==> src/rtl/note_player.sv <==
// note_player: plays one note at a time on a square-wave buzzer, lights a
// one-hot LED for the note, then holds a silent gap and pulses done.
module note_player #(
    parameter int CLK_FREQ   = 100_000_000,
    parameter int DUR_UNIT   = 25_000_000,
    parameter int GAP_CYCLES = 2_500_000
) (
    input  logic       clk,
    input  logic       rst_n,
    input  logic [3:0] note_in,
    input  logic [3:0] note_len,
    input  logic       note_valid,
    output logic       note_ready,
    input  logic       stop,
    output logic       buzzer,
    output logic [6:0] led_out,
    output logic       busy,
    output logic       done
);

    // Half-period of each pitch in clock cycles (do..si)
    localparam int HALF_1 = CLK_FREQ / (2 * 262);
    localparam int HALF_2 = CLK_FREQ / (2 * 294);
    localparam int HALF_3 = CLK_FREQ / (2 * 330);
    localparam int HALF_4 = CLK_FREQ / (2 * 349);
    localparam int HALF_5 = CLK_FREQ / (2 * 392);
    localparam int HALF_6 = CLK_FREQ / (2 * 440);
    localparam int HALF_7 = CLK_FREQ / (2 * 494);

    // do has the longest half-period, so it sizes the tone counter
    localparam int TONE_W = (HALF_1 > 2) ? $clog2(HALF_1) : 1;
    localparam int DUR_W  = $clog2(16 * DUR_UNIT);
    localparam int GAP_W  = (GAP_CYCLES > 1) ? $clog2(GAP_CYCLES) : 1;

    localparam logic [DUR_W-1:0] DUR_U    = DUR_W'(DUR_UNIT);
    localparam logic [GAP_W-1:0] GAP_LOAD = (GAP_CYCLES > 0) ? GAP_W'(GAP_CYCLES - 1) : '0;

    localparam logic [1:0] S_IDLE = 2'd0;
    localparam logic [1:0] S_PLAY = 2'd1;
    localparam logic [1:0] S_GAP  = 2'd2;

    logic [1:0]        state;
    logic [3:0]        note_reg;
    logic [DUR_W-1:0]  dur_cnt;
    logic [GAP_W-1:0]  gap_cnt;
    logic [TONE_W-1:0] tone_cnt;
    logic [TONE_W-1:0] half_m1;
    logic [3:0]        len_eff;
    logic [DUR_W-1:0]  dur_load;
    logic              is_tone;
    logic              accept;
    logic              stay_play;

    // A zero length plays as one unit; the duration counter counts down to 0
    assign len_eff  = (note_len == 4'd0) ? 4'd1 : note_len;
    assign dur_load = DUR_W'(len_eff) * DUR_U - DUR_W'(1);

    assign is_tone    = (note_reg >= 4'd1) && (note_reg <= 4'd7);
    assign accept     = (state == S_IDLE) && note_valid && !stop;
    assign stay_play  = (state == S_PLAY) && !stop && (dur_cnt != '0);

    assign note_ready = (state == S_IDLE);
    assign busy       = (state != S_IDLE);
    assign led_out    = ((state == S_PLAY) && is_tone) ? (7'd1 << (note_reg - 4'd1)) : 7'd0;

    // Terminal count of the tone divider for the latched note
    always_comb begin
        half_m1 = '0;
        case (note_reg)
            4'd1:    half_m1 = TONE_W'(HALF_1 - 1);
            4'd2:    half_m1 = TONE_W'(HALF_2 - 1);
            4'd3:    half_m1 = TONE_W'(HALF_3 - 1);
            4'd4:    half_m1 = TONE_W'(HALF_4 - 1);
            4'd5:    half_m1 = TONE_W'(HALF_5 - 1);
            4'd6:    half_m1 = TONE_W'(HALF_6 - 1);
            4'd7:    half_m1 = TONE_W'(HALF_7 - 1);
            default: half_m1 = '0;
        endcase
    end

    // Sequencing of IDLE -> PLAY -> GAP -> IDLE with abort and done pulse
    always_ff @(posedge clk or negedge rst_n) begin
        if (!rst_n) begin
            state    <= S_IDLE;
            note_reg <= 4'd0;
            dur_cnt  <= '0;
            gap_cnt  <= '0;
            done     <= 1'b0;
        end else begin
            done <= 1'b0;
            case (state)
                S_IDLE: begin
                    if (accept) begin
                        note_reg <= note_in;
                        dur_cnt  <= dur_load;
                        state    <= S_PLAY;
                    end
                end
                S_PLAY: begin
                    if (stop) begin
                        state <= S_IDLE;
                    end else if (dur_cnt == '0) begin
                        if (GAP_CYCLES == 0) begin
                            state <= S_IDLE;
                            done  <= 1'b1;
                        end else begin
                            state   <= S_GAP;
                            gap_cnt <= GAP_LOAD;
                        end
                    end else begin
                        dur_cnt <= dur_cnt - DUR_W'(1);
                    end
                end
                S_GAP: begin
                    if (stop) begin
                        state <= S_IDLE;
                    end else if (gap_cnt == '0) begin
                        state <= S_IDLE;
                        done  <= 1'b1;
                    end else begin
                        gap_cnt <= gap_cnt - GAP_W'(1);
                    end
                end
                default: state <= S_IDLE;
            endcase
        end
    end

    // Tone divider: toggles the buzzer every half-period while a pitched note plays
    always_ff @(posedge clk or negedge rst_n) begin
        if (!rst_n) begin
            tone_cnt <= '0;
            buzzer   <= 1'b0;
        end else if (stay_play && is_tone) begin
            if (tone_cnt == half_m1) begin
                tone_cnt <= '0;
                buzzer   <= ~buzzer;
            end else begin
                tone_cnt <= tone_cnt + TONE_W'(1);
            end
        end else begin
            tone_cnt <= '0;
            buzzer   <= 1'b0;
        end
    end

endmodule
==> config.mk <==
export PLATFORM = sky130hd
export DESIGN_NAME = note_player
export DESIGN_NICKNAME = d
export VERILOG_FILES = /design/src/rtl/note_player.sv
export SDC_FILE = /design/constraint.sdc
export NUM_CORES = 1
export LEC_CHECK = 0
export BUFFER_PORTS_ARGS = -buffer_cell sky130_fd_sc_hd__clkbuf_2
export CAP_MARGIN = 20
export CELL_PAD_IN_SITES_DETAIL_PLACEMENT = 1
export CELL_PAD_IN_SITES_GLOBAL_PLACEMENT = 1
export CORE_UTILIZATION = 52
export CTS_CLUSTER_SIZE = 16
export DETAILED_ROUTE_END_ITERATION = 6
export PLACE_DENSITY = 0.9
export SYNTH_ARGS = -nofsm -noshare
export SYNTH_HDL_FRONTEND = slang
export SYNTH_SLANG_ARGS = --single-unit
==> constraint.sdc <==
create_clock -name clk -period 5.05 [get_ports clk]
set_clock_uncertainty 0.05 [all_clocks]
set_input_delay 0.505 -clock clk [delete_from_list [all_inputs] [get_ports clk]]
set_output_delay 0.505 -clock clk [all_outputs]
set_load 0.05 [all_outputs]
==> reports/results.tsv <==
metric	value	unit
Worst Path Required	5.26	ns
Final WS setup	0.433	ns
pre-CTS WS	0.0675	ns
Internal	1.42	mW
Worst-Skew Late Latency	0.36	ns
die width	112	um
sw frac	42.1	%
final setup vio count	0	
register bit count reported by yosys	77	
fin crit share	91.4	%
EDFF count, synth	0	
DRC viols	3	
crit path kind	in2reg	
Post-Syn Nets	828	
leakage power	2.84	nW
ANT cells	0	
DP HPWL	13.7	mm
grt total ovfl	0	
RSZ-0062 raised after global routing	false	
drt pass-1 iters	7	
Logic pwr share	40.0	%
CP max stage cell	fa_1	
crit-path max cell delay	0.52	ns
crit path max fanout	9	
cts hold-fix bufs	0	
Mean Syn Cell Area	8.14	um2
Syn Inst Count	778	
Final nets	827	
Critical Path Stages	16	
actual slew at the worst max-slew pin	1.02	ns
GRT Overall Usage	32.4	%
Ys Warns	0	
largest family of logic cells by synthesized area	simple AND/OR/NAND/NOR gates	
TritonCTS Sinks	77	
Seq pwr share	33.8	%
Initial Utilization	54.3	%
Area growth syn-to-layout	7.18	%
crit path buf inv count	3	
async set-reset flop share out of synthesis	100	%
r2r setup slk	1.27	ns
clock share of power	26.2	%
Inserted Clock Buffers	9	
max reg flops	29	
Worst Setup Start Kind	input port	
cell area after synthesis	0.00633	mm2
CP startpoint	note_len[3]	
setup TNS	0	ns
adder-cell share of the synthesized area	8.46	%
R2R depth	8	
Rel. slew slack	31.8	%
Arr. time, crit path	4.82	ns
Die Area	0.0126	mm2
Cell Pwr Density	361	mW/mm2
Final ANT Viol Nets	0	
antenna violations before repair	0	
final WL	19.8	mm
ys flop type	dfrtp_1	
Reg clk slew, reported paths	0.07	ns
hold_ws	0.259	ns
Yosys cell types	88	
Max rail drop VDD	0.182	mV
failing checks	DRC	
share of layout cells above drive strength 1	9.97	%
Top Family by Delay on Critical Path	adder cells	
wire length of the first global-routing pass	32.4	mm
Setup Buffers After CTS	0	
register with the most flip-flops	dur_cnt	
Boundary Pins	23	
via count	6056	
post-synthesis simple-gate area fraction	26.1	%
Max Slew Vio Count	0	
CTS root buf	clkbuf_16	
DR WL/cell	21.4	um
Die Span Y	112	um
H-tree Lvls	3	
max-cap viol count	0	
status	complete, but fails checks	
Clock Path Buffers	2	
final hold vios	0	
DRT iter0 DRCs	359	
Top Registers	dur_cnt: 29 flops, gap_cnt: 22 flops, tone_cnt: 18 flops	
most used cell, CP	nand2b_1	
Sw Pwr	1.03	mW
sequential-to-total area share from yosys stat	30.4	%
final worst path period need	4.62	ns
Routability Congestion	0.909	
Port Buffers	22	
compound-gate portion of the synthesized area	21.5	%
critical-path cell list	clkbuf_2, inv_1, ha_1, nand2b_1, nand2b_1, inv_1, fa_1, fa_1, nand2b_1, a211oi_1, nand4_1, or3_1, a21oi_1, o211ai_1, xor2_1, a221oi_1	
largest net degree at the start of global routing	78	
Core ar.	0.0117	mm2
CP endpoint kind	register	
vias in the first global route	6506	
Hold Crit Class	in2async	
reg-to-reg startpoint	dur_cnt[2]	
xor and xnor area share after synthesis	6.90	%
CTS tree	built	
max frequency	217	MHz
post-synthesis mux area share	1.40	%
row count	39	
average via count per standard cell	6.55	
cts repair resizes	0	
==> synthesized netlist by cell type (20+ instances only) <==
cell	n	area, um2
nor2_1	93	349
dfrtp_1	77	1930
a21oi_1	63	315
nand2_1	60	225
o21ai_0	56	280
inv_1	43	161
ha_1	30	375
clkbuf_1	25	93.8
nand2b_1	25	156
xor2_1	25	219
nor3_1	23	115
xnor2_1	23	201
nand3_1	20	100
==> placed cells by master, fill, tap and decap left out, types with 3 or more instances in the layout <==
cell type  synthesis  final
nor2_1            93     93
dfrtp_1           77     77
a21oi_1           63     63
nand2_1           60     60
o21ai_0           56     56
inv_1             43     43
ha_1              30     30
nand2b_1          25     25
xor2_1            25     25
nor3_1            23     23
xnor2_1           23     23
clkbuf_2           0     21
nand3_1           20     20
nor4_1            12     12
nor2b_1           11     11
and3_1            11     11
or3_1             10     10
nand4_1           10     10
a31oi_1           10     10
clkbuf_16          0      9
nand3b_1           8      8
fa_1               8      8
o31ai_1            5      5
o22ai_1            5      5
a221oi_1           5      5
o21bai_1           5      5
nor3b_1            5      4
a211o_1            4      4
mux2i_1            4      4
a211oi_1           4      4
o21a_1             4      4
buf_4              1      4
mux2_2             3      3
o32ai_1            3      3
or4_1              3      3
o211ai_1           3      3
==> power by group through the flow <==
stage / clock network (mW) / registers (mW) / logic (mW)
3_3_place_gp: 0 / 0.821 / 0.889
2_1_floorplan: 0 / 0.777 / 0.749
3_5_place_dp: 0 / 0.832 / 0.946
6_report: 0.642 / 0.828 / 0.978
4_1_cts: 0.647 / 0.824 / 0.964
5_1_grt: 0.669 / 0.842 / 1.06
==> cells by family (layout without fill, tap and decap cells) <==
kind of cell               after synthesis  count (layout)
adders and majority gates               38              38
buffers and inverters                   84              88
AOI/OAI and AO/OA                      207             207
xor gates and xnor gates                49              49
muxes                                    8               8
and+or+nand+nor                        315             315
DFF                                     77              77
==> layout make-up <==
cell class / count / area (um2)
Inverter: 46 / 173
Timing Repair Buffer: 26 / 146
Multi-Input combinational cell: 617 / 4070
Tap cell: 143 / 179
Clock buffer: 10 / 239
Sequential cell: 77 / 1930
Clock inverter: 6 / 46.3
Fill cell: 1456 / 4880
==> routing by layer <==
metal  track usage [%]  wire length, um  vias up
li1                  -                -     2759
met1              37.9             8420     3086
met2              58.3            10000      161
met3              5.08              743       50
met4              15.3              609        0
met5                 0                0        -
==> worst reg2reg max path, cell delays in order (launching register included) <==
cell       delay, ns
dfrtp_1         0.44
nor4_1          0.46
nand4bb_1       0.48
nor3b_2         0.64
a31oi_2         0.40
nor2_4          0.61
inv_2           0.27
o211a_1         0.21
o22ai_1         0.15
==> per-stage QoR <==
| step | util [%] | total power [mW] | cell area, um2 | std cells |
|---|---|---|---|---|
| 6_report | 58.2 | 2.45 | 6780 | 925 |
| 3_3_place_gp | 55.6 | 1.71 | 6490 | 908 |
| 5_1_grt | 58.2 | 2.57 | 6780 | 925 |
| 2_1_floorplan | - | 1.53 | 6330 | 778 |
| 3_5_place_dp | 55.6 | 1.78 | 6490 | 908 |
| 4_1_cts | 58.1 | 2.43 | 6770 | 924 |
==> worst paths after layout <==
kind	end
max	dur_cnt[25]
min	gap_cnt[18]
max reg2reg	dur_cnt[16]
min reg2reg	dur_cnt[11]
max in group asynchronous	tone_cnt[10]
min in group clk	note_reg[2]
No activity file was read; power rests on OpenSTA's default activity.
